`config.mk`:
```
export PLATFORM = sky130hd
export DESIGN_NAME = i2c_cmd_queue_flat
export DESIGN_NICKNAME = d
export VERILOG_FILES = /design/src/rtl/i2c_pkg.sv /design/src/rtl/i2c_cmd_queue_if.sv /design/src/rtl/i2c_cmd_fifo.sv /design/src/rtl/i2c_cmd_queue.sv /design/src/flat_wrapper.sv
export SDC_FILE = /design/constraint.sdc
export NUM_CORES = 1
export LEC_CHECK = 0
export CAP_MARGIN = 20
export CORE_AREA = 5 5 145 147
export DETAILED_ROUTE_END_ITERATION = 8
export DIE_AREA = 0 0 150 152
export HOLD_SLACK_MARGIN = 0.03
export PLACE_DENSITY_LB_ADDON = 0.2
export SLEW_MARGIN = 20
export SYNTH_ARGS = -nofsm -noshare
export SYNTH_HDL_FRONTEND = slang
export SYNTH_SLANG_ARGS = --single-unit
```
`constraint.sdc`:
```
create_clock -name sysclk -period 2.7 [get_ports sysclk]
set_clock_uncertainty 0.1 [all_clocks]
set_input_delay 0.27 -clock sysclk [delete_from_list [all_inputs] [get_ports sysclk]]
set_output_delay 0.27 -clock sysclk [all_outputs]
set_load 0.05 [all_outputs]
```
`src/rtl/i2c_pkg.sv`:
```
// Shared I2C command definitions: command codes, command word layout and sequencer states.
// Used by the host decode, the command queue and the master byte engine.
package i2c_pkg;

  localparam int unsigned WORD_W  = 16;
  localparam int unsigned CODE_W  = 4;
  localparam int unsigned DATA_W  = 8;
  localparam int unsigned CODE_LSB = 8;

  typedef enum logic [CODE_W-1:0] {
    CMD_NOP          = 4'h0,
    CMD_READ         = 4'h1,
    CMD_WRITE        = 4'h2,
    CMD_WRITE_MULTI  = 4'h3,
    CMD_START        = 4'h4,
    CMD_STOP         = 4'h5,
    CMD_SET_ADDR     = 4'hB,
    CMD_SET_SCL_L    = 4'hC,
    CMD_SET_SCL_H    = 4'hD,
    CMD_STOP_ON_IDLE = 4'hE,
    CMD_RESET        = 4'hF
  } cmd_code_e;

  // Host command word: {flags[15:12], cmd[11:8], data[7:0]}, flags[12] = last
  typedef struct packed {
    logic [2:0]        rsvd;
    logic              last;
    cmd_code_e         code;
    logic [DATA_W-1:0] data;
  } cmd_word_t;

  typedef enum logic [1:0] {
    ST_IDLE  = 2'd0,
    ST_POP   = 2'd1,
    ST_ISSUE = 2'd2,
    ST_WAIT  = 2'd3
  } seq_state_e;

  // NOP is discarded and RESET acts as flush; neither occupies a FIFO slot
  function automatic logic cmd_is_queued(input cmd_code_e c);
    return (c != CMD_NOP) && (c != CMD_RESET);
  endfunction

endpackage

```
`src/rtl/i2c_cmd_queue_if.sv`:
```
// Host-write, master-command and status signals of the I2C command queue.
// slave = queue side, master = host/engine side.
interface i2c_cmd_queue_if #(
  parameter int unsigned AW = 4
);
  import i2c_pkg::*;

  logic              wr_en;
  logic [WORD_W-1:0] wr_data;
  logic              full;
  logic [AW:0]       level;
  logic              overflow;
  logic              cmd_valid;
  logic              cmd_ready;
  logic [CODE_W-1:0] cmd_code;
  logic [DATA_W-1:0] cmd_data;
  logic              cmd_last;
  logic              master_done;
  logic [DATA_W-1:0] master_rdata;
  logic [DATA_W-1:0] rd_byte;
  logic              rd_valid;
  logic              rd_ack;
  logic              busy;
  logic              irq;
  logic              irq_ack;

  modport slave (
    input  wr_en, wr_data, cmd_ready, master_done, master_rdata, rd_ack, irq_ack,
    output full, level, overflow, cmd_valid, cmd_code, cmd_data, cmd_last,
           rd_byte, rd_valid, busy, irq
  );

  modport master (
    output wr_en, wr_data, cmd_ready, master_done, master_rdata, rd_ack, irq_ack,
    input  full, level, overflow, cmd_valid, cmd_code, cmd_data, cmd_last,
           rd_byte, rd_valid, busy, irq
  );

endinterface

```
`src/rtl/i2c_cmd_fifo.sv`:
```
// Synchronous command FIFO with registered level/full/empty and a flush input.
// Pointers carry one extra wrap bit so full and empty are distinguishable.
module i2c_cmd_fifo
  import i2c_pkg::*;
#(
  parameter int unsigned DEPTH = 16,
  parameter int unsigned AW    = 4
) (
  input  logic              sysclk,
  input  logic              reset,
  input  logic              push,
  input  logic              pop,
  input  logic              flush,
  input  logic [WORD_W-1:0] din,
  output logic [WORD_W-1:0] dout,
  output logic [AW:0]       level,
  output logic              full,
  output logic              empty,
  output logic              empty_next_c
);

  localparam int unsigned PW = AW + 1;

  logic [WORD_W-1:0] mem [DEPTH];
  logic [PW-1:0]     wr_ptr;
  logic [PW-1:0]     rd_ptr;
  logic [PW-1:0]     wr_ptr_d;
  logic [PW-1:0]     rd_ptr_d;

  always_comb begin
    wr_ptr_d = wr_ptr + PW'(push);
    rd_ptr_d = rd_ptr + PW'(pop);
    if (flush) begin
      wr_ptr_d = '0;
      rd_ptr_d = '0;
    end
  end

  assign empty_next_c = (wr_ptr_d == rd_ptr_d);
  assign dout         = mem[rd_ptr[AW-1:0]];

  always_ff @(posedge sysclk) begin
    if (push) mem[wr_ptr[AW-1:0]] <= din;
  end

  always_ff @(posedge sysclk) begin
    if (reset) begin
      wr_ptr <= '0;
      rd_ptr <= '0;
      level  <= '0;
      full   <= 1'b0;
      empty  <= 1'b1;
    end else begin
      wr_ptr <= wr_ptr_d;
      rd_ptr <= rd_ptr_d;
      level  <= wr_ptr_d - rd_ptr_d;
      full   <= (wr_ptr_d[AW] != rd_ptr_d[AW]) && (wr_ptr_d[AW-1:0] == rd_ptr_d[AW-1:0]);
      empty  <= empty_next_c;
    end
  end

endmodule

```
`src/rtl/i2c_cmd_queue.sv`:
```
// I2C command queue: buffers host command words and issues them to the master
// one at a time, capturing read data and raising irq on "last" completion.
module i2c_cmd_queue
  import i2c_pkg::*;
#(
  parameter int unsigned DEPTH = 16,
  parameter int unsigned AW    = 4
) (
  input logic             sysclk,
  input logic             reset,
  i2c_cmd_queue_if.slave  bus
);

  cmd_code_e         wr_code;
  logic              flush;
  logic              queued;
  logic              push;
  logic              drop;
  logic              pop;
  logic              finish;
  logic [WORD_W-1:0] fifo_dout;
  logic [AW:0]       fifo_level;
  logic              fifo_full;
  logic              fifo_empty;
  logic              fifo_empty_next;
  cmd_word_t         head;
  logic              unused_rsvd;

  seq_state_e        state;
  seq_state_e        state_d;
  logic              valid;
  cmd_code_e         code;
  logic [DATA_W-1:0] data;
  logic              last;
  logic [DATA_W-1:0] rd_byte;
  logic              rd_valid;
  logic              irq;
  logic              busy;
  logic              overflow;

  // Host write decode; fullness is judged before any same-cycle pop
  assign wr_code = cmd_code_e'(bus.wr_data[CODE_LSB +: CODE_W]);
  assign flush   = bus.wr_en && (wr_code == CMD_RESET);
  assign queued  = bus.wr_en && cmd_is_queued(wr_code);
  assign push    = queued && !fifo_full;
  assign drop    = queued && fifo_full;
  assign pop     = (state == ST_POP) && !flush;
  assign finish  = (state == ST_WAIT) && bus.master_done && !flush;

  assign head        = cmd_word_t'(fifo_dout);
  assign unused_rsvd = ^head.rsvd;

  i2c_cmd_fifo #(
    .DEPTH (DEPTH),
    .AW    (AW)
  ) u_fifo (
    .sysclk       (sysclk),
    .reset        (reset),
    .push         (push),
    .pop          (pop),
    .flush        (flush),
    .din          (bus.wr_data),
    .dout         (fifo_dout),
    .level        (fifo_level),
    .full         (fifo_full),
    .empty        (fifo_empty),
    .empty_next_c (fifo_empty_next)
  );

  always_comb begin
    state_d = state;
    if (flush) begin
      state_d = ST_IDLE;
    end else begin
      case (state)
        ST_IDLE:  if (!fifo_empty) state_d = ST_POP;
        ST_POP:   state_d = ST_ISSUE;
        ST_ISSUE: if (bus.cmd_ready) state_d = ST_WAIT;
        ST_WAIT:  if (bus.master_done) state_d = ST_IDLE;
        default:  state_d = ST_IDLE;
      endcase
    end
  end

  // Sequencer state plus registered command, capture and status outputs
  always_ff @(posedge sysclk) begin
    if (reset) begin
      state    <= ST_IDLE;
      valid    <= 1'b0;
      code     <= CMD_NOP;
      data     <= '0;
      last     <= 1'b0;
      rd_byte  <= '0;
      rd_valid <= 1'b0;
      irq      <= 1'b0;
      busy     <= 1'b0;
      overflow <= 1'b0;
    end else begin
      state <= state_d;
      busy  <= !fifo_empty_next || (state_d != ST_IDLE);
      if (flush) begin
        valid    <= 1'b0;
        overflow <= 1'b0;
        rd_valid <= 1'b0;
        irq      <= 1'b0;
      end else begin
        if (drop) overflow <= 1'b1;
        if (state == ST_POP) begin
          valid <= 1'b1;
          code  <= head.code;
          data  <= head.data;
          last  <= head.last;
        end else if ((state == ST_ISSUE) && bus.cmd_ready) begin
          valid <= 1'b0;
        end
        if (finish && (code == CMD_READ)) begin
          rd_byte  <= bus.master_rdata;
          rd_valid <= 1'b1;
        end else if (bus.rd_ack) begin
          rd_valid <= 1'b0;
        end
        if (finish && last) irq <= 1'b1;
        else if (bus.irq_ack) irq <= 1'b0;
      end
    end
  end

  assign bus.full      = fifo_full;
  assign bus.level     = fifo_level;
  assign bus.overflow  = overflow;
  assign bus.cmd_valid = valid;
  assign bus.cmd_code  = code;
  assign bus.cmd_data  = data;
  assign bus.cmd_last  = last;
  assign bus.rd_byte   = rd_byte;
  assign bus.rd_valid  = rd_valid;
  assign bus.busy      = busy;
  assign bus.irq       = irq;

endmodule

```
`src/flat_wrapper.sv`:
```
// flat-port wrapper written by rule: the top's interface ports become plain ports
module i2c_cmd_queue_flat import i2c_pkg::*;
#(
  parameter int unsigned DEPTH = 16,
  parameter int unsigned AW    = 4
)
  (sysclk, reset, bus_wr_en, bus_wr_data, bus_cmd_ready, bus_master_done, bus_master_rdata, bus_rd_ack, bus_irq_ack, bus_full, bus_level, bus_overflow, bus_cmd_valid, bus_cmd_code, bus_cmd_data, bus_cmd_last, bus_rd_byte, bus_rd_valid, bus_busy, bus_irq);
  i2c_cmd_queue_if #(.AW(AW)) bus_i ();
  input logic sysclk;
  input logic reset;
  input wire logic [$bits(bus_i.wr_en)-1:0] bus_wr_en;
  input wire logic [$bits(bus_i.wr_data)-1:0] bus_wr_data;
  input wire logic [$bits(bus_i.cmd_ready)-1:0] bus_cmd_ready;
  input wire logic [$bits(bus_i.master_done)-1:0] bus_master_done;
  input wire logic [$bits(bus_i.master_rdata)-1:0] bus_master_rdata;
  input wire logic [$bits(bus_i.rd_ack)-1:0] bus_rd_ack;
  input wire logic [$bits(bus_i.irq_ack)-1:0] bus_irq_ack;
  output wire logic [$bits(bus_i.full)-1:0] bus_full;
  output wire logic [$bits(bus_i.level)-1:0] bus_level;
  output wire logic [$bits(bus_i.overflow)-1:0] bus_overflow;
  output wire logic [$bits(bus_i.cmd_valid)-1:0] bus_cmd_valid;
  output wire logic [$bits(bus_i.cmd_code)-1:0] bus_cmd_code;
  output wire logic [$bits(bus_i.cmd_data)-1:0] bus_cmd_data;
  output wire logic [$bits(bus_i.cmd_last)-1:0] bus_cmd_last;
  output wire logic [$bits(bus_i.rd_byte)-1:0] bus_rd_byte;
  output wire logic [$bits(bus_i.rd_valid)-1:0] bus_rd_valid;
  output wire logic [$bits(bus_i.busy)-1:0] bus_busy;
  output wire logic [$bits(bus_i.irq)-1:0] bus_irq;
  assign bus_i.wr_en = bus_wr_en;
  assign bus_i.wr_data = bus_wr_data;
  assign bus_i.cmd_ready = bus_cmd_ready;
  assign bus_i.master_done = bus_master_done;
  assign bus_i.master_rdata = bus_master_rdata;
  assign bus_i.rd_ack = bus_rd_ack;
  assign bus_i.irq_ack = bus_irq_ack;
  assign bus_full = bus_i.full;
  assign bus_level = bus_i.level;
  assign bus_overflow = bus_i.overflow;
  assign bus_cmd_valid = bus_i.cmd_valid;
  assign bus_cmd_code = bus_i.cmd_code;
  assign bus_cmd_data = bus_i.cmd_data;
  assign bus_cmd_last = bus_i.cmd_last;
  assign bus_rd_byte = bus_i.rd_byte;
  assign bus_rd_valid = bus_i.rd_valid;
  assign bus_busy = bus_i.busy;
  assign bus_irq = bus_i.irq;
  i2c_cmd_queue #(.DEPTH(DEPTH), .AW(AW)) u_core (.sysclk(sysclk), .reset(reset), .bus(bus_i));
endmodule
```
==> key figures, run 1 <==
Power
  • Combinational group share of total power: 0.132
  • Switching part of the total: 0.2385
  • Seq pwr share: 0.501
  • Ratio of total power to cell area: 736.4 nW/um2
  • VDD IR max: 0.5985 mV
  • Clock Power Share: 0.367
  • Power Internal: 6673 uW
  • Psw: 2090 uW
  • Pleak: 0.003960 uW

Clock network
  • CTS buffer count: 26
  • CTS tree: yes
  • Max clock buf depth: 3
  • H-tree depth: 1
  • Root Driver: clkbuf_16
  • Worst-path clk slew: 0.06 ns
  • Clock latency on the worst-skew pair: 0.53 ns
  • Clk sinks: 253

Die
  • Ports: 63
  • Die area: 22800 um2
  • Core Rows: 52
  • Initial Utilization: 0.4877
  • Die Wd: 150 um
  • Die Y-Extent: 152 um
  • Core Area: 19780 um2

GRT
  • Vias in the first global route: 5478
  • Largest net degree at the start of global routing: 39
  • Total gr overflow: 0
  • Layer with the highest usage: met2
  • First-pass GRT wire length: 32800 um
  • GR Util met3: 0.03932
  • Met2 usage: 0.3034
  • Initial antenna violation count: 1
  • Met1 Usage GRT: 0.2750
  • Global-route usage over all layers: 0.1908

Job
  • Max-cap violations: 0

Routing
  • Post-route ant nets: 0
  • DR iter-0 viols: 389
  • DRC: 0
  • Drt first pass iters: 5
  • Routed len/inst: 23.05 um
  • Routed WL: 21600 um
  • DR vias: 5181
  • Vias per cell: 5.529

Layout
  • Filler Cell Count: 1473
  • Nets: 687
  • Fin util: 0.6017
  • ANT cells: 0
  • Share of cells above drive strength 1: 0.2489
  • Register Area: 7152 um2
  • Area Growth Syn to Fin: 23.38%
  • Area taken by multi-input logic gates: 2394 um2
  • Final Non-Filler Cells: 937

Yosys
  • Post-synth top area share: 0.6476
  • Post-synth EDFFs: 208
  • Area contributors post-synth: edfxtp_1 65%, mux4_2 12%, dfxtp_1 9.3%
  • Synth Instances: 519
  • Syn_nets: 559
  • Top_reg_cell synth: edfxtp_1
  • Ys Warns: 0
  • Synth Register Bits: 253
  • Seq/Total Area, Yosys: 0.7410
  • Largest area contributor in the synthesized netlist: edfxtp_1
  • Yosys cell types: 35
  • Synthesized area per cell: 18.58 um2
  • FFs w/ async S/R, synth: 0
  • Cell area after synthesis: 9646 um2

Worst setup path
  • R2r startpoint: u_core.state[1]$_SDFF_PP0_
  • Crit Path Category: in2reg
  • Worst path arrival time: 2.94 ns
  • Req. time, crit path: 3.05 ns
  • Crit path capture type: flip-flop
  • Setup crit start kind: input port
  • R2R cell count: 12
  • Setup slack, reg-to-reg: 0.23 ns
  • Crit Path Max Fanout: 18
  • Reg2reg end: u_core.u_fifo.level[4]$_SDFF_PP0_

Worst hold path
  • Hold Crit Depth: 2
  • Worst hold path class: in2reg
  • Hold_sp: bus_wr_data[8]
  • Worst Hold End: u_core.u_fifo.mem[3][8]$_DFFE_PP_

Timing
  • Hold Vio Cnt, Final: 0
  • Final setup viols: 0
  • Worst-case headroom to the max-slew limit: 0.5981
  • Final period util: 0.9585
  • RSZ-0062 raised after global routing: false
  • Post-route setup slack: 0.1120 ns
  • Slew Viols, Final: 0
  • Post-layout min period: 2.588 ns
  • Fmax: 386.4 MHz
  • Slew @ Worst Pin: 0.6010 ns

Placement
  • DP Wirelength: 13910 um
  • GPL Wtd Cong: 0.7874
  • Port bufs: 59
  • Worst slack at placement: -0.8049 ns
  • Placed cells: 887

Status
  • Status: finished clean
[registers in the layout (all words and copies together) (netlist names), 2 cells and up]
register / count
u_core.state: 2
u_core.u_fifo.mem: 208
u_core.u_fifo.rd_ptr: 5
u_core.u_fifo.wr_ptr: 5
u_core.bus.cmd_data: 8
u_core.bus.cmd_code: 4
u_core.u_fifo.level: 5
u_core.bus.rd_byte: 8
[cells in the mapped netlist (6+ instances only)]
library cell and number:
mux2i_1 8, a22oi_1 26, inv_1 6, nand2_1 22, nor2_1 40, a21oi_1 8
nand3_1 6, and2_1 8, nor2b_1 7, dfxtp_1 45, mux4_2 52, xor2_1 6
ha_1 8, clkbuf_1 12, edfxtp_1 208, nor3_1 7, a22o_1 13
[final cells by class]
type / count / share of cell area
Clock buffer: 37 / 0.05898
Clock inverter: 11 / 0.005467
Inverter: 6 / 0.001893
Multi-Input combinational cell: 237 / 0.2011
Sequential cell: 253 / 0.6010
Tap cell: 270 / 0.02839
Timing Repair Buffer: 123 / 0.1031
[cell usage in the layout, fill, tap and decap left out, types with 2 or more instances in the layout]
cell             count
a21o_1               3
a21oi_1              7
a22o_1              13
a22oi_1             26
and2_1               8
and3_1               2
buf_12              13
buf_4               50
clkbuf_1            10
clkbuf_16           26
clkdlybuf4s50_1     55
clkinv_1             3
clkinv_2             6
dfxtp_1             43
dlygate4sd2_1        3
edfxtp_1           208
ha_1                 6
ha_2                 2
inv_1                6
mux2i_1              8
mux4_2              52
nand2_1             21
nand2b_1             5
nand3_1              6
nand3b_1             2
nor2_1              40
nor2b_1              6
nor3_1               3
nor3_2               4
o21ai_0              2
xor2_1               6
[metrics by stage]
step | setup TNS, ns | cell area [um2] | hold slack, ns | power, uW
floorplan | -0.01642 | 9663 | 0.2689 | 5225
global placement | -9.847 | 11110 | 0.3599 | 5605
detailed placement | -14.51 | 11110 | 0.3682 | 5622
CTS | 0 | 11890 | 0.1358 | 8840
global route | 0 | 11900 | 0.1011 | 9094
finish | 0 | 11900 | 0.1113 | 8763
[power groups by stage]
stage	combinational [uW]	sequential, uW	clock, uW
2_1_floorplan	587	4640	0
3_3_place_gp	1130	4470	0
3_5_place_dp	1150	4480	0
4_1_cts	1160	4390	3290
5_1_grt	1240	4400	3450
6_report	1160	4390	3210
[worst max-delay path by stage]
stage	to	start	slack (ns)	cells after the start
floorplan	u_core.u_fifo.level[4]$_SDFF_PP0_	bus_wr_data[8]	-0.02	11
global placement	u_core.u_fifo.level[4]$_SDFF_PP0_	bus_wr_data[8]	-0.67	12
detailed placement	u_core.u_fifo.level[4]$_SDFF_PP0_	bus_wr_data[8]	-0.80	12
CTS	u_core.u_fifo.level[4]$_SDFF_PP0_	bus_wr_data[8]	0.06	12
global route	u_core.u_fifo.level[4]$_SDFF_PP0_	bus_wr_data[11]	0.002	13
finish	u_core.u_fifo.level[4]$_SDFF_PP0_	bus_wr_data[11]	0.11	13
[what timing repair did]
action,CTS,global route
gates resized for setup,6,6
pin swaps,1,2
hold buffers,0,1
setup buffers,1,0
setup endpoints to repair,4,2
hold endpoints to repair,0,5
[routing by layer]
metal | wire length, um | up-vias
met5 | 13 | -
met4 | 420 | 2
met3 | 1207 | 35
met2 | 10470 | 136
met1 | 9488 | 2678
li1 | - | 2330
[cell families (layout without fill, tap and decap cells)]
group | Yosys count | count (layout) | share of synthesized area
multiplexers | 60 | 60 | 0.1297
XOR/XNOR | 8 | 8 | 0.007265
flip-flops | 253 | 253 | 0.7410
buffers and inverters | 29 | 177 | 0.01582
adder cells (fa/ha/maj) | 9 | 9 | 0.01245
AO/OA/AOI/OAI | 54 | 54 | 0.04099
AND/OR/NAND/NOR | 106 | 106 | 0.05280
[critical path: stages]
cell	delay (ns)
dlygate4sd2_1	0.26
buf_12	0.15
or4_4	0.48
and4bb_2	0.26
ha_2	0.33
nand2_1	0.06
ha_1	0.23
fa_2	0.40
nor2b_2	0.13
o21ai_1	0.07
nand2b_1	0.09
nand3_1	0.08
a21oi_1	0.13
Note: power is estimated with default switching activity, not from simulation.
==> run 2, diff against run 1 <==
ABC_AREA = 1   (was not set)
CORE_AREA = 5 5 154 156   (was 5 5 145 147)
DIE_AREA = 0 0 159 161   (was 0 0 150 152)
==> key figures, run 2 <==
Yosys
  • Synth Instances: 1099 (+110%)
  • Most common cell in the netlist: nand2_1
  • Synth Register Bits: 253 (unchanged)
  • Synthesized area per cell: 9.855 um2 (-47%)
  • Largest family of logic cells by synthesized area: simple AND/OR/NAND/NOR gates
  • Cell area after synthesis: 10830 um2 (+12%)
  • Area contributors post-synth: edfxtp_1 58%, nand2_1 13%, dfxtp_1 8.3%
  • Yosys cell types: 27 (-23%)
  • Syn_nets: 1139 (+100%)
  • Top_reg_cell synth: edfxtp_1
  • XOR/XNOR share of the synthesized area: 0.001617 (-0.005647)
  • Post-Synth Simple-Gate Area: 0.2354 (+0.1826)
  • Largest area contributor in the synthesized netlist: edfxtp_1
  • Post-synthesis compound-gate area fraction: 0.01282 (-0.02817)
  • FFs w/ async S/R, synth: 0 (unchanged)
  • Post-synth top cells: 363 x nand2_1, 208 x edfxtp_1, 161 x nand3_1, 144 x inv_1, 67 x nor2_1
  • Adder-cell area share of the yosys netlist: 0.01109 (-0.001362)
  • Post-synth top area share: 0.5767 (-0.07085)
  • Ys Warns: 0 (unchanged)
  • Seq/Total Area, Yosys: 0.6599 (-0.08106)
  • Post-synth EDFFs: 208 (unchanged)
  • Mux cell area share after synthesis: 0 (-0.1297)

Power
  • VDD IR max: 0.4785 mV (-20%)
  • Ratio of total power to cell area: 727.4 nW/um2 (-1.2%)
  • Pleak: 0.005441 uW (+37%)

Layout
  • Commonest non-fill, non-tap cell in the layout: nand2_1
  • Area Growth Syn to Fin: 19.62%
  • Share of cells above drive strength 1: 0.1054 (-0.1434)
  • Filler Cell Count: 1937 (+32%)
  • Finished Cell Area: 12950 um2 (+8.9%)
  • Nets: 1253 (+82%)
  • Most frequent cells in the layout: 363 x nand2_1, 208 x edfxtp_1, 161 x nand3_1, 144 x inv_1, 70 x buf_4
  • Register Area: 7152 um2 (unchanged)
  • Area taken by multi-input logic gates: 2861 um2 (+20%)
  • ANT cells: 0 (unchanged)
  • Final Non-Filler Cells: 1518 (+62%)
  • Max reg flops: 208 (unchanged)

Timing
  • Fmax: 400.8 MHz (+3.7%)
  • Post-layout min period: 2.495 ns (-0.09312 ns)
  • Worst-case headroom to the max-slew limit: 0.5538 (-0.04428)
  • RSZ-0062 raised after global routing: false
  • Total negative slack: 0 ns (unchanged)
  • Final period util: 0.9240 (-0.03449)
  • Slew @ Worst Pin: 0.6672 ns (+0.06622 ns)
  • Hold Vio Cnt, Final: 0 (unchanged)
  • Slew Viols, Final: 0 (unchanged)
  • Final setup viols: 0 (unchanged)

Die
  • Core Rows: 55 (+5.8%)
  • Initial Utilization: 0.4873 (about the same)
  • Die Y-Extent: 161 um (+5.9%)
  • Die area: 25600 um2 (+12%)
  • Ports: 63 (unchanged)
  • Core Area: 22230 um2 (+12%)
  • Die Wd: 159 um (+6.0%)

Routing
  • Routed len/inst: 17.16 um (-26%)
  • DRC: 0 (unchanged)
  • DR iter-0 viols: 516 (+33%)
  • Post-route ant nets: 0 (unchanged)
  • Vias per cell: 5.072 (-8.3%)
  • DR vias: 7699 (+49%)
  • Drt first pass iters: 5 (unchanged)
  • Routed WL: 26050 um (+21%)

Worst setup path
  • Crit Path Max Fanout: 3 (-15)
  • Slowest-stage cell, CP: clkdlybuf4s50_1
  • Req. time, crit path: 3.02 ns (-0.03 ns)
  • Worst path cell trace: clkdlybuf4s50_1 > nand2_1 > nor2_2 > nand2_1 > nand2_1 > inv_2 > ha_1 > ha_1 > nand2_1 > inv_1 > nor2_1 > nand2_1 > ha_1 > inv_1 > o21bai_1 > a21oi_1 > nand3_1 > nand2_1 > nor2_1
  • Crit path capture type: flip-flop
  • Crit Path Category: in2reg
  • Worst path arrival time: 2.81 ns (-0.13 ns)
  • Setup crit start kind: input port
  • Max stage delay on crit path: 0.52 ns (+0.04 ns)
  • CP bufs+invs: 4 (+2)
  • Cell mode on critical path: nand2_1
  • Delay-heaviest family, CP: simple AND/OR/NAND/NOR gates

Placement
  • Port bufs: 59 (unchanged)
  • DP Wirelength: 16760 um (+20%)
  • GPL Wtd Cong: 0.8419 (+6.9%)
  • Placed cell area: 12160 um2 (+9.4%)
  • Placed cells: 1469 (+66%)

Clock network
  • Clk sinks: 253 (unchanged)
  • Clock latency on the worst-skew pair: 0.53 ns (about the same)
  • Worst-path clk slew: 0.06 ns (about the same)
  • Root Driver: clkbuf_16
  • CTS tree: yes
  • Post-CTS Hold Fix Bufs: 0 (unchanged)
  • Max clock buf depth: 3 (unchanged)
  • Post-CTS Setup Bufs: 0 (-1)
  • H-tree depth: 1 (unchanged)
  • CTS buffer count: 27 (+3.8%)

Worst hold path
  • Worst hold path class: in2reg

GRT
  • Total gr overflow: 0 (unchanged)
  • Initial antenna violation count: 0 (-1)
  • Largest net degree at the start of global routing: 89 (+130%)
  • Global-route usage over all layers: 0.2019 (+0.01115)
  • First-pass GRT wire length: 41120 um (+25%)
  • Vias in the first global route: 7476 (+36%)

Status
  • Status: finished clean

Job
  • Max-cap violations: 0 (unchanged)
## run 2: routing by layer
layer	wire, um	vias to the layer above	part of all wire	GRT usage
met5	0	-	0	0
met1	11310	3618	0.43	0.2703
met3	1455	57	0.056	0.02934
met2	12530	223	0.48	0.3421
met4	764	0	0.029	0.06630
li1	-	3801	-	-
## run 2: cell families (layout without fill, tap and decap cells)
family / Yosys count / in the layout
AND/OR/NAND/NOR: 610 / 610
flip-flops: 253 / 253
buffers and inverters: 199 / 333
AO/OA/AOI/OAI: 26 / 26
adder cells (fa/ha/maj): 9 / 9
XOR/XNOR: 2 / 2
## run 2: path summary, 6_finish.rpt
kind / startpoint / end / slack (ns) / cells after the start
max: bus_wr_data[8] / u_core.u_fifo.level[4]$_SDFF_PP0_ / 0.21 / 19
max reg2reg: u_core.state[0]$_SDFF_PP0_ / u_core.u_fifo.level[4]$_SDFF_PP0_ / 0.26 / 16
min reg2reg: u_core.bus.rd_byte[0]$_SDFFE_PP0P_ / u_core.bus.rd_byte[0]$_SDFFE_PP0P_ / 0.36 / 2
min: bus_master_rdata[5] / u_core.bus.rd_byte[5]$_SDFFE_PP0P_ / 0.23 / 3
## run 2: area by class of cell
class,instances,area share
clock buffers,33,0.05389
clock inverters,16,0.006664
inverters,149,0.04336
multi-input cells,647,0.2209
flip-flops and latches,253,0.5521
well taps,285,0.02753
repair buffers,135,0.09562
## run 2: repair_timing
item                                    4_1_cts  5_1_grt
resized for setup                             0        5
endpoints found under the setup margin        0        6
hold endpoints to repair                      0        0
## run 2: report_power, final
group / leakage (uW) / internal, uW / switching [uW]
Combinational: 0.00282 / 568 / 1130
Clock: 0.000373 / 1830 / 1470
Sequential: 0.00225 / 4360 / 69.4
## run 2: stage by stage
| step | power (uW) | setup slack [ns] | hold slack, ns | util |
|---|---|---|---|---|
| 4_1_cts | 9501 | 0.02496 | 0.2116 | 0.5823 |
| 6_report | 9424 | 0.2051 | 0.2252 | 0.5828 |
| 3_5_place_dp | 6211 | -0.5097 | 0.3552 | 0.5470 |
| 2_1_floorplan | 5650 | 0.1144 | 0.2589 | - |
| 5_1_grt | 9894 | 0.008267 | 0.2168 | 0.5828 |
| 3_3_place_gp | 6196 | -0.4989 | 0.3501 | 0.5470 |
## run 2: worst min-delay path: cells and delay by family
family	cells	cell delay (ns)
compound gates	1	0.06
buf+inv	1	0.40
simple gates	1	0.08
==> run 3, diff against run 2 <==
SETUP_SLACK_MARGIN = 0.1   (was not set)
==> key figures, run 3 (synthesis gave the netlist of run 2 again) <==
Worst hold path
  • Hold_sp: bus_wr_data[11]
  • Hold Crit Depth: 2 (-1)
  • Worst Hold End: u_core.u_fifo.mem[15][11]$_DFFE_PP_
  • Worst hold path class: in2reg

Timing
  • Post-layout min period: 2.475 ns (-0.01981 ns)
  • Slew @ Worst Pin: 0.6638 ns (-0.003376 ns)
  • Total negative slack: 0 ns (unchanged)
  • Final setup viols: 0 (unchanged)
  • Slew Viols, Final: 0 (unchanged)
  • RSZ-0062 raised after global routing: true
  • Fmax: 404.0 MHz (+0.80%)
  • Hold Vio Cnt, Final: 0 (unchanged)
  • Worst-case headroom to the max-slew limit: 0.5561 (+0.002257)
  • Final period util: 0.9167 (-0.007337)

GRT
  • Vias in the first global route: 7476 (unchanged)
  • Largest net degree at the start of global routing: 89 (unchanged)
  • Global-route usage over all layers: 0.2019 (unchanged)
  • Total gr overflow: 0 (unchanged)
  • Initial antenna violation count: 0 (unchanged)
  • First-pass GRT wire length: 41120 um (unchanged)

Power
  • VDD IR max: 0.4750 mV (-0.75%)
  • Psw: 2672 uW (+0.18%)
  • Clock Power Share: 0.350 (about the same)
  • Ratio of total power to cell area: 726.9 nW/um2 (about the same)
  • Power Internal: 6761 uW (about the same)
  • Total Power: 9433 uW (about the same)
  • Pleak: 0.005441 uW (about the same)
  • Combinational group share of total power: 0.181 (about the same)
  • Seq pwr share: 0.469 (about the same)
  • Switching part of the total: 0.2832 (about the same)

Clock network
  • Clk sinks: 253 (unchanged)
  • Post-CTS Hold Fix Bufs: 0 (unchanged)
  • CTS buffer count: 27 (unchanged)
  • H-tree depth: 1 (unchanged)
  • Post-CTS Setup Bufs: 0 (unchanged)
  • Clock latency on the worst-skew pair: 0.53 ns (about the same)
  • CTS tree: yes
  • Root Driver: clkbuf_16
  • Worst-path clk slew: 0.06 ns (about the same)
  • Max clock buf depth: 3 (unchanged)

Routing
  • Vias per cell: 5.063 (-0.17%)
  • DR vias: 7686 (-0.17%)
  • Routed len/inst: 17.15 um (about the same)
  • Drt first pass iters: 5 (unchanged)
  • DR iter-0 viols: 445 (-14%)
  • Post-route ant nets: 0 (unchanged)
  • Routed WL: 26040 um (about the same)
  • DRC: 0 (unchanged)

Worst setup path
  • R2R cell count: 16 (unchanged)
  • Req. time, crit path: 3.02 ns (about the same)
  • Reg2reg end: u_core.u_fifo.level[4]$_SDFF_PP0_
  • Setup crit start kind: input port
  • Crit Path Category: in2reg
  • Setup slack, reg-to-reg: 0.36 ns (+0.10 ns)
  • Worst path arrival time: 2.79 ns (-0.02 ns)
  • Crit path capture type: flip-flop
  • Crit Path Max Fanout: 3 (unchanged)
  • R2r startpoint: u_core.state[0]$_SDFF_PP0_

Status
  • Status: finished clean

Die
  • Ports: 63 (unchanged)
  • Die area: 25600 um2 (unchanged)
  • Core Area: 22230 um2 (unchanged)
  • Die Wd: 159 um (unchanged)
  • Core Rows: 55 (unchanged)
  • Die Y-Extent: 161 um (unchanged)
  • Initial Utilization: 0.4873 (unchanged)

Placement
  • Placed cells: 1469 (unchanged)
  • GPL Wtd Cong: 0.8419 (unchanged)
  • Port bufs: 59 (unchanged)
  • DP Wirelength: 16760 um (unchanged)

Layout
  • Max reg flops: 208 (unchanged)
  • ANT cells: 0 (unchanged)
  • Nets: 1253 (unchanged)
  • Filler Cell Count: 1937 (unchanged)
  • Final Non-Filler Cells: 1518 (unchanged)
  • Most frequent cells in the layout: 363 x nand2_1, 208 x edfxtp_1, 161 x nand3_1, 144 x inv_1, 70 x buf_4
  • Area Growth Syn to Fin: 19.82%
  • Share of cells above drive strength 1: 0.1095 (+0.004055)
  • Commonest non-fill, non-tap cell in the layout: nand2_1

Job
  • Max-cap violations: 0 (unchanged)
## run 3: area by class of cell
cell class | instances | area [um2] | share of cell area
clock buffer | 33 | 698.2 | 0.05380
clock inverter | 16 | 86.33 | 0.006653
inverter | 149 | 561.8 | 0.04329
multi-input combinational | 647 | 2885 | 0.2223
sequential | 253 | 7152 | 0.5511
tap | 285 | 356.6 | 0.02748
timing repair buffer | 135 | 1237 | 0.09535
## run 3: what timing repair did
action / 4_1_cts / 5_1_grt
endpoints found under the setup margin: 4 / 6
pin swaps: 0 / 1
gates resized for setup: 1 / 12
## run 3: critical path: stages
cell	delay [ns]
clkdlybuf4s50_1	0.52
nand2_1	0.08
nor2_2	0.16
nand2_1	0.09
nand2_1	0.11
inv_2	0.05
ha_1	0.20
ha_1	0.22
nand2_1	0.07
inv_1	0.06
nor2_1	0.08
nand2_1	0.08
ha_1	0.32
inv_1	0.09
o21bai_1	0.09
a21oi_2	0.14
nand3_1	0.09
nand2_1	0.06
nor2_1	0.04
## run 3: per-stage QoR
stage,util,hold slack (ns),setup WS [ns],instance area [um2]
6_report,0.5838,0.01089,0.2249,12980
5_1_grt,0.5838,0.03375,0.07424,12980
4_1_cts,0.5822,0.2116,0.1552,12940
3_5_place_dp,0.5470,0.3552,-0.5097,12160
3_3_place_gp,0.5470,0.3501,-0.4989,12160
2_1_floorplan,-,0.2589,0.1144,10830
## run 3: power by group through the flow
stage / Combinational (uW) / Clock (uW) / Sequential (uW)
global route: 1900 / 3560 / 4440
finish: 1700 / 3300 / 4430
detailed placement: 1700 / 0 / 4510
global placement: 1690 / 0 / 4510
floorplan: 907 / 0 / 4740
CTS: 1710 / 3370 / 4430
## run 3: worst max path at each step
stage,start,end,cells after the start
global route,bus_wr_data[9],u_core.u_fifo.level[4]$_SDFF_PP0_,16
floorplan,u_core.u_fifo.full$_SDFF_PP0_,u_core.u_fifo.level[4]$_SDFF_PP0_,11
finish,bus_wr_data[8],u_core.u_fifo.level[4]$_SDFF_PP0_,19
detailed placement,bus_wr_data[10],u_core.u_fifo.level[4]$_SDFF_PP0_,16
global placement,bus_wr_data[10],u_core.u_fifo.level[4]$_SDFF_PP0_,16
CTS,bus_wr_data[8],u_core.u_fifo.level[4]$_SDFF_PP0_,16
## run 3: per-layer routing
metal,up-vias,track usage,part of all wire
met5,-,0,0
met4,0,0.06630,0.031
li1,3799,-,-
met1,3615,0.2703,0.43
met3,60,0.02934,0.058
met2,212,0.3421,0.48
